File: config.mk
export PLATFORM = sky130hd
export DESIGN_NAME = data_table_wr_arbiter
export DESIGN_NICKNAME = d
export VERILOG_FILES = /design/src/rtl/data_table_wr_arbiter.sv
export SDC_FILE = /design/constraint.sdc
export NUM_CORES = 1
export LEC_CHECK = 0
export CAP_MARGIN = 5
export CORE_AREA = 5 5 120 122
export DETAILED_ROUTE_END_ITERATION = 12
export DIE_AREA = 0 0 125 127
export PLACE_DENSITY = 0.86
export SLEW_MARGIN = 20
export SYNTH_ARGS = -nofsm -noshare
export SYNTH_HDL_FRONTEND = slang
export SYNTH_SLANG_ARGS = --single-unit
File: constraint.sdc
create_clock -name clk_i -period 3.3 [get_ports clk_i]
set_input_delay 0.66 -clock clk_i [delete_from_list [all_inputs] [get_ports clk_i]]
set_output_delay 0.66 -clock clk_i [all_outputs]
set_load 0.005 [all_outputs]
File: src/rtl/data_table_wr_arbiter.sv
// rtl/data_table_wr_arbiter.sv - data RAM port-B write arbiter: RAM clear > insert/delete round-robin
// Optional grant statistics counters: define DATA_TABLE_WR_ARB_STATS_EN.
module data_table_wr_arbiter #(
  parameter int A_WIDTH = 8,
  parameter int D_WIDTH = 64
) (
  input  logic               clk_i,
  input  logic               rst_i,
  input  logic               clear_ram_run_i,
  output logic               clear_ram_done_o,
  input  logic               ins_req_i,
  input  logic [A_WIDTH-1:0] ins_addr_i,
  input  logic [D_WIDTH-1:0] ins_data_i,
  output logic               ins_gnt_o,
  input  logic               del_req_i,
  input  logic [A_WIDTH-1:0] del_addr_i,
  input  logic [D_WIDTH-1:0] del_data_i,
  output logic               del_gnt_o,
  output logic [A_WIDTH-1:0] wr_addr_o,
  output logic [D_WIDTH-1:0] wr_data_o,
  output logic               wr_en_o,
  output logic               busy_o,
  output logic [31:0]        ins_wr_cnt_o,
  output logic [31:0]        del_wr_cnt_o
);

  typedef enum logic {SERVE, CLEAR} state_t;
  typedef enum logic {RR_INS, RR_DEL} rr_t;

  localparam logic [A_WIDTH-1:0] LAST_ADDR = '1;

  state_t             state;
  rr_t                rr_last;
  logic [A_WIDTH-1:0] clear_cnt;
  logic               grant_en;
  logic               tie;

  // A run pulse blocks grants in its own cycle so no write can race the clear.
  always_comb begin
    grant_en  = (state == SERVE) && !clear_ram_run_i;
    tie       = ins_req_i && del_req_i;
    ins_gnt_o = 1'b0;
    del_gnt_o = 1'b0;
    if (grant_en) begin
      if (tie) begin
        ins_gnt_o = (rr_last == RR_DEL);
        del_gnt_o = (rr_last == RR_INS);
      end else begin
        ins_gnt_o = ins_req_i;
        del_gnt_o = del_req_i;
      end
    end
  end

  assign busy_o = (state == CLEAR);

  always_ff @(posedge clk_i or posedge rst_i) begin
    if (rst_i) begin
      state            <= SERVE;
      rr_last          <= RR_DEL;
      clear_cnt        <= '0;
      wr_en_o          <= 1'b0;
      wr_addr_o        <= '0;
      wr_data_o        <= '0;
      clear_ram_done_o <= 1'b0;
    end else begin
      clear_ram_done_o <= 1'b0;
      case (state)
        SERVE: begin
          if (clear_ram_run_i) begin
            state     <= CLEAR;
            clear_cnt <= '0;
            wr_en_o   <= 1'b0;
          end else if (ins_gnt_o) begin
            wr_en_o   <= 1'b1;
            wr_addr_o <= ins_addr_i;
            wr_data_o <= ins_data_i;
          end else if (del_gnt_o) begin
            wr_en_o   <= 1'b1;
            wr_addr_o <= del_addr_i;
            wr_data_o <= del_data_i;
          end else begin
            wr_en_o   <= 1'b0;
          end
          if (grant_en && tie) begin
            rr_last <= ins_gnt_o ? RR_INS : RR_DEL;
          end
        end
        CLEAR: begin
          wr_en_o   <= 1'b1;
          wr_addr_o <= clear_cnt;
          wr_data_o <= '0;
          // A restart zeroes the sweep and suppresses the done of the aborted pass.
          if (clear_ram_run_i) begin
            clear_cnt <= '0;
          end else begin
            clear_cnt <= clear_cnt + 1'b1;
            if (clear_cnt == LAST_ADDR) begin
              state            <= SERVE;
              clear_ram_done_o <= 1'b1;
            end
          end
        end
        default: state <= SERVE;
      endcase
    end
  end

`ifdef DATA_TABLE_WR_ARB_STATS_EN
  logic [31:0] ins_cnt;
  logic [31:0] del_cnt;

  always_ff @(posedge clk_i or posedge rst_i) begin
    if (rst_i) begin
      ins_cnt <= '0;
      del_cnt <= '0;
    end else if (clear_ram_run_i) begin
      ins_cnt <= '0;
      del_cnt <= '0;
    end else begin
      if (ins_gnt_o && (ins_cnt != 32'hFFFF_FFFF)) ins_cnt <= ins_cnt + 32'd1;
      if (del_gnt_o && (del_cnt != 32'hFFFF_FFFF)) del_cnt <= del_cnt + 32'd1;
    end
  end

  assign ins_wr_cnt_o = ins_cnt;
  assign del_wr_cnt_o = del_cnt;
`else
  assign ins_wr_cnt_o = 32'd0;
  assign del_wr_cnt_o = 32'd0;
`endif

endmodule

Yosys cells after proc, flatten, opt, wreduce, memory -nomap -nowiden
Index checks and enable logic that the tools add are counted.
- register bits: 84
- input port bits: 149
- output and inout port bits: 141
- word-level logic and storage cells: 47
- $add $sub $neg: 1
- eq/ne operators: 4
- mux-type cells: 27
- bitwise operators: 2
- reduce and logical (&&, ||, !) cells: 6
- operators by type and width (kind ; count):
    64-bit two-way mux ; 3
    64-bit one-hot mux with 2 select lines ; 1
    8-bit two-way mux ; 5
    8-bit one-hot mux with 2 select lines ; 2
    1-bit two-way mux ; 14
    8-bit by 1-bit adder with 8-bit output, second input constant ; 1
    8-bit == test, second input constant ; 1
    2-bit inequality test, second input constant ; 2
    1-bit one-hot mux with 2 select lines ; 2
    2-bit AND reduction ; 2
    1-bit logical AND ; 3
    3-bit inequality test, second input constant ; 1
    1-bit inverter ; 2
    1-bit zero test ; 1

Longest topological paths before layout
- word-level depth: 7
- depth in mapped cells: 6

Worst setup path after synthesis
OpenSTA, ideal clock, no wires.
- kind: input port to output port
- start: input port clear_ram_run_i
- end: output port ins_gnt_o
- arrival: 1.405 ns
- data required time: 2.640 ns
- slack: 1.235 ns
- stages on the path: 5
- cells stage by stage: nor3b_4 -> nand2_2 -> buf_6 -> buf_6 -> inv_1
- longest elaborated chain between the ends: 3
- RTL lines (what ; line ; RTL):
    start, declared ; 9 ; input logic clear_ram_run_i,
    1-bit zero test ; 40 ; grant_en = (state == SERVE) && !clear_ram_run_i;
    1-bit logical AND ; 40 ;
    1-bit two-way mux ; 44 ; if (grant_en) begin
    end, declared ; 14 ; output logic ins_gnt_o,
Every way passes these cells.

Worst setup path after layout
- start: input port clear_ram_run_i
- end: output port del_gnt_o
- longest elaborated chain between the ends: 3
- RTL lines (what ; line ; RTL):
    1-bit zero test ; 40 ;
    1-bit logical AND ; 40 ;
    1-bit two-way mux ; 44 ;
    end, declared ; 18 ; output logic del_gnt_o,
Every way passes these cells.

==> impl_metrics.env <==
export IMPL_critPathKind="input port to output port"
export IMPL_mostFrequentLayoutCells="225 x clkdlybuf4s50_1, 82 x dfrtp_1, 75 x o21ai_0, 73 x nand3_1, 66 x nor3_1"
export IMPL_grt_remaining_overflow=0
export IMPL_max_vdd_ir_drop_mv=0.186
export IMPL_diodes=0
export IMPL_drc=0
export IMPL_die_area_um2=15900
export IMPL_utilization_pct=56.9
export IMPL_placed_area_um2=7120
export IMPL_yosys_warnings=0
export IMPL_numClockSinks=84
export IMPL_skew_ns=0.00420
export IMPL_rr_endpoint="wr_data_o[47]"
export IMPL_syn_to_final_growth_pct=47.8
export IMPL_rows=42
export IMPL_grt_use_total_pct=20.7
export IMPL_netlist_area_um2=5040
export IMPL_crit_start="clear_ram_run_i"
export IMPL_core_um2=13100
export IMPL_final_common_cell="clkdlybuf4s50_1"
export IMPL_post_cts_resized=0
export IMPL_nNetsFinal=896
export IMPL_die_height_um=127
export IMPL_gp_congestion=0.801
export IMPL_die_width_um=125
export IMPL_synthFlopType="dfrtp_1"
export IMPL_tightest_slew_ns=0.807
export IMPL_clock_path_buffers=2
export IMPL_drv_cap=0
export IMPL_ys_types=39
export IMPL_post_route_period_util_pct=91.1
export IMPL_drt_iter0_drc=287
export IMPL_clk_pin_slew_ns=0.06
export IMPL_grt_max_degree=85
export IMPL_cts_tree="yes"
export IMPL_drive_gt1_share_pct=7.32
export IMPL_max_freq_mhz=333
export IMPL_setup_violations=0
export IMPL_rsz0062_at_grt="no"
export IMPL_h_tree_depth=3
export IMPL_ios=290
export IMPL_cp_endpoint="del_gnt_o"
export IMPL_post_route_cell_area_um2=7450
export IMPL_first_global_vias=5022
export IMPL_critPathMostFrequentCell="clkdlybuf4s50_1"
export IMPL_antenna_found_initial=0
export IMPL_async_flop_share_pct=100
export IMPL_finalSetupTns_ns=0
export IMPL_avgSynthCellArea_um2=9.02
export IMPL_worst_path_largest_cell_delay_ns=0.64
export IMPL_r2r_setup_slack_ns=1.07
export IMPL_maxSlewHeadroom_pct=46.2
export IMPL_hold_viol=0
export IMPL_cp_slowest_cell="clkdlybuf4s50_1"
export IMPL_netlist_area_leader_share_pct=41.2
export IMPL_status="completed"
export IMPL_cp_start_kind="input port"
export IMPL_vias=5082
export IMPL_postCtsHoldBufs=0
export IMPL_ys_ff_latch=84
export IMPL_initial_core_util_pct=38.5
export IMPL_first_pass_iters=5
export IMPL_crit_chain="clkdlybuf4s50_1, or2_2, nor2_1, clkdlybuf4s50_1"
export IMPL_synth_cells=559
export IMPL_vias_per_cell=5.48
export IMPL_synth_area_top_cells="dfrtp_1 41%, buf_4 9.5%, a311oi_1 9.4%"
export IMPL_port_buffers=225
export IMPL_clkLatencyLatePin_ns=0.34
export IMPL_cts_root_buffer="clkbuf_16"
export IMPL_routedWlPerCell_um=18.9
export IMPL_synth_edff_count=0
export IMPL_synth_largest_area_cell="dfrtp_1"
export IMPL_rr_worst_depth=5
export IMPL_numCtsBuffers=9
export IMPL_wl_mm=17.5
export IMPL_ys_seq_area_share_pct=41.7
export IMPL_drtAntennaViolNets=0
export IMPL_path_max_fanout=8
export IMPL_cp_arrival_ns=2.35
export IMPL_hold_path_class="flip-flop to flip-flop"
export IMPL_dp_hpwl_mm=12.0
export IMPL_final_max_slew_viol_count=0
export IMPL_timing_rr_start="busy_o"
export IMPL_crit_required_ns=2.64
export IMPL_cellLeakagePower_nw=2.71
export IMPL_period_minus_slack_ns=3.01
export IMPL_power_per_cell_area_nw_per_um2=334
export IMPL_post_cts_setup_buffers=0
export IMPL_grt_pass1_wl_mm=26.7
export IMPL_endpoint_kind="output port"
power by group:
group	switching, W	internal [W]
Combinational	0.000150	0.000184
Clock	0.000427	0.000682
Sequential	0.00000934	0.00104
Total	0.000587	0.00190
cells in the mapped netlist, types with 2 or more instances:
cell type,number
xnor2_1,2
clkbuf_2,3
clkbuf_1,27
xor2_1,3
o21ai_0,75
o31ai_1,6
a311oi_2,10
nor2_1,10
dfrtp_1,83
a21oi_1,4
a31oi_1,7
a311oi_1,54
nand4_1,3
buf_6,6
nor3_1,66
buf_2,27
buf_4,64
inv_1,3
or3_1,3
nand2b_1,9
nand3_1,73
nand2_1,4
critical path, delay by kind of cell:
family,cells,cell delay (ns)
and+or+nand+nor,2,0.54
buffers and inverters,2,1.15
area by class of cell:
class                   instances  area, um^2
repair buffers                241        2400
multi-input cells             407        2390
flip-flops and latches         84        2110
clock inverters                 6        87.6
clock buffers                  10         239
fillers                      1154        5630
well taps                     176         220
inverters                       3        12.5
cell families after synthesis:
logic type	synth area share, %
AOI/OAI and AO/OA	23.0
xor gates and xnor gates	0.869
adders and majority gates	0.248
buffers and inverters	16.2
DFF	41.7
muxes	0.199
other	0.0744
and+or+nand+nor	17.7
worst min path at each step:
| stage | from | to | depth (start not counted) | slack [ns] |
|---|---|---|---|---|
| floorplan | rr_last | rr_last | 1 | 0.49 |
| global placement | rr_last | rr_last | 1 | 0.54 |
| detailed placement | rr_last | rr_last | 1 | 0.54 |
| CTS | rr_last | rr_last | 1 | 0.55 |
| global route | rr_last | rr_last | 1 | 0.57 |
| finish | rr_last | rr_last | 1 | 0.55 |
sequential cells by signal (all words and copies together), names as in the netlist:
register / flops
clear_cnt: 8
rr_last: 1
clear_ram_done_o: 1
wr_addr_o: 8
wr_en_o: 1
busy_o: 1
wr_data_o: 64
stage by stage:
step	cells	setup WS (ns)	total power [W]	hold slack, ns
2_1_floorplan	622	0.477	0.00123	0.486
3_3_place_gp	911	0.318	0.00139	0.539
3_5_place_dp	911	0.307	0.00140	0.539
4_1_cts	927	0.300	0.00251	0.549
5_1_grt	927	0.215	0.00258	0.565
6_report	927	0.293	0.00249	0.555
routing by layer:
| metal | wire length, um | vias up | share of wire, % | track usage, % |
|---|---|---|---|---|
| li1 | - | 2328 | - | - |
| met1 | 6950 | 2485 | 40 | 25.4 |
| met2 | 8950 | 248 | 51 | 36.5 |
| met3 | 1310 | 21 | 7.5 | 4.34 |
| met4 | 291 | 0 | 1.7 | 6.63 |
| met5 | 0 | - | 0 | 0 |
(Power assumes the default switching activity.)
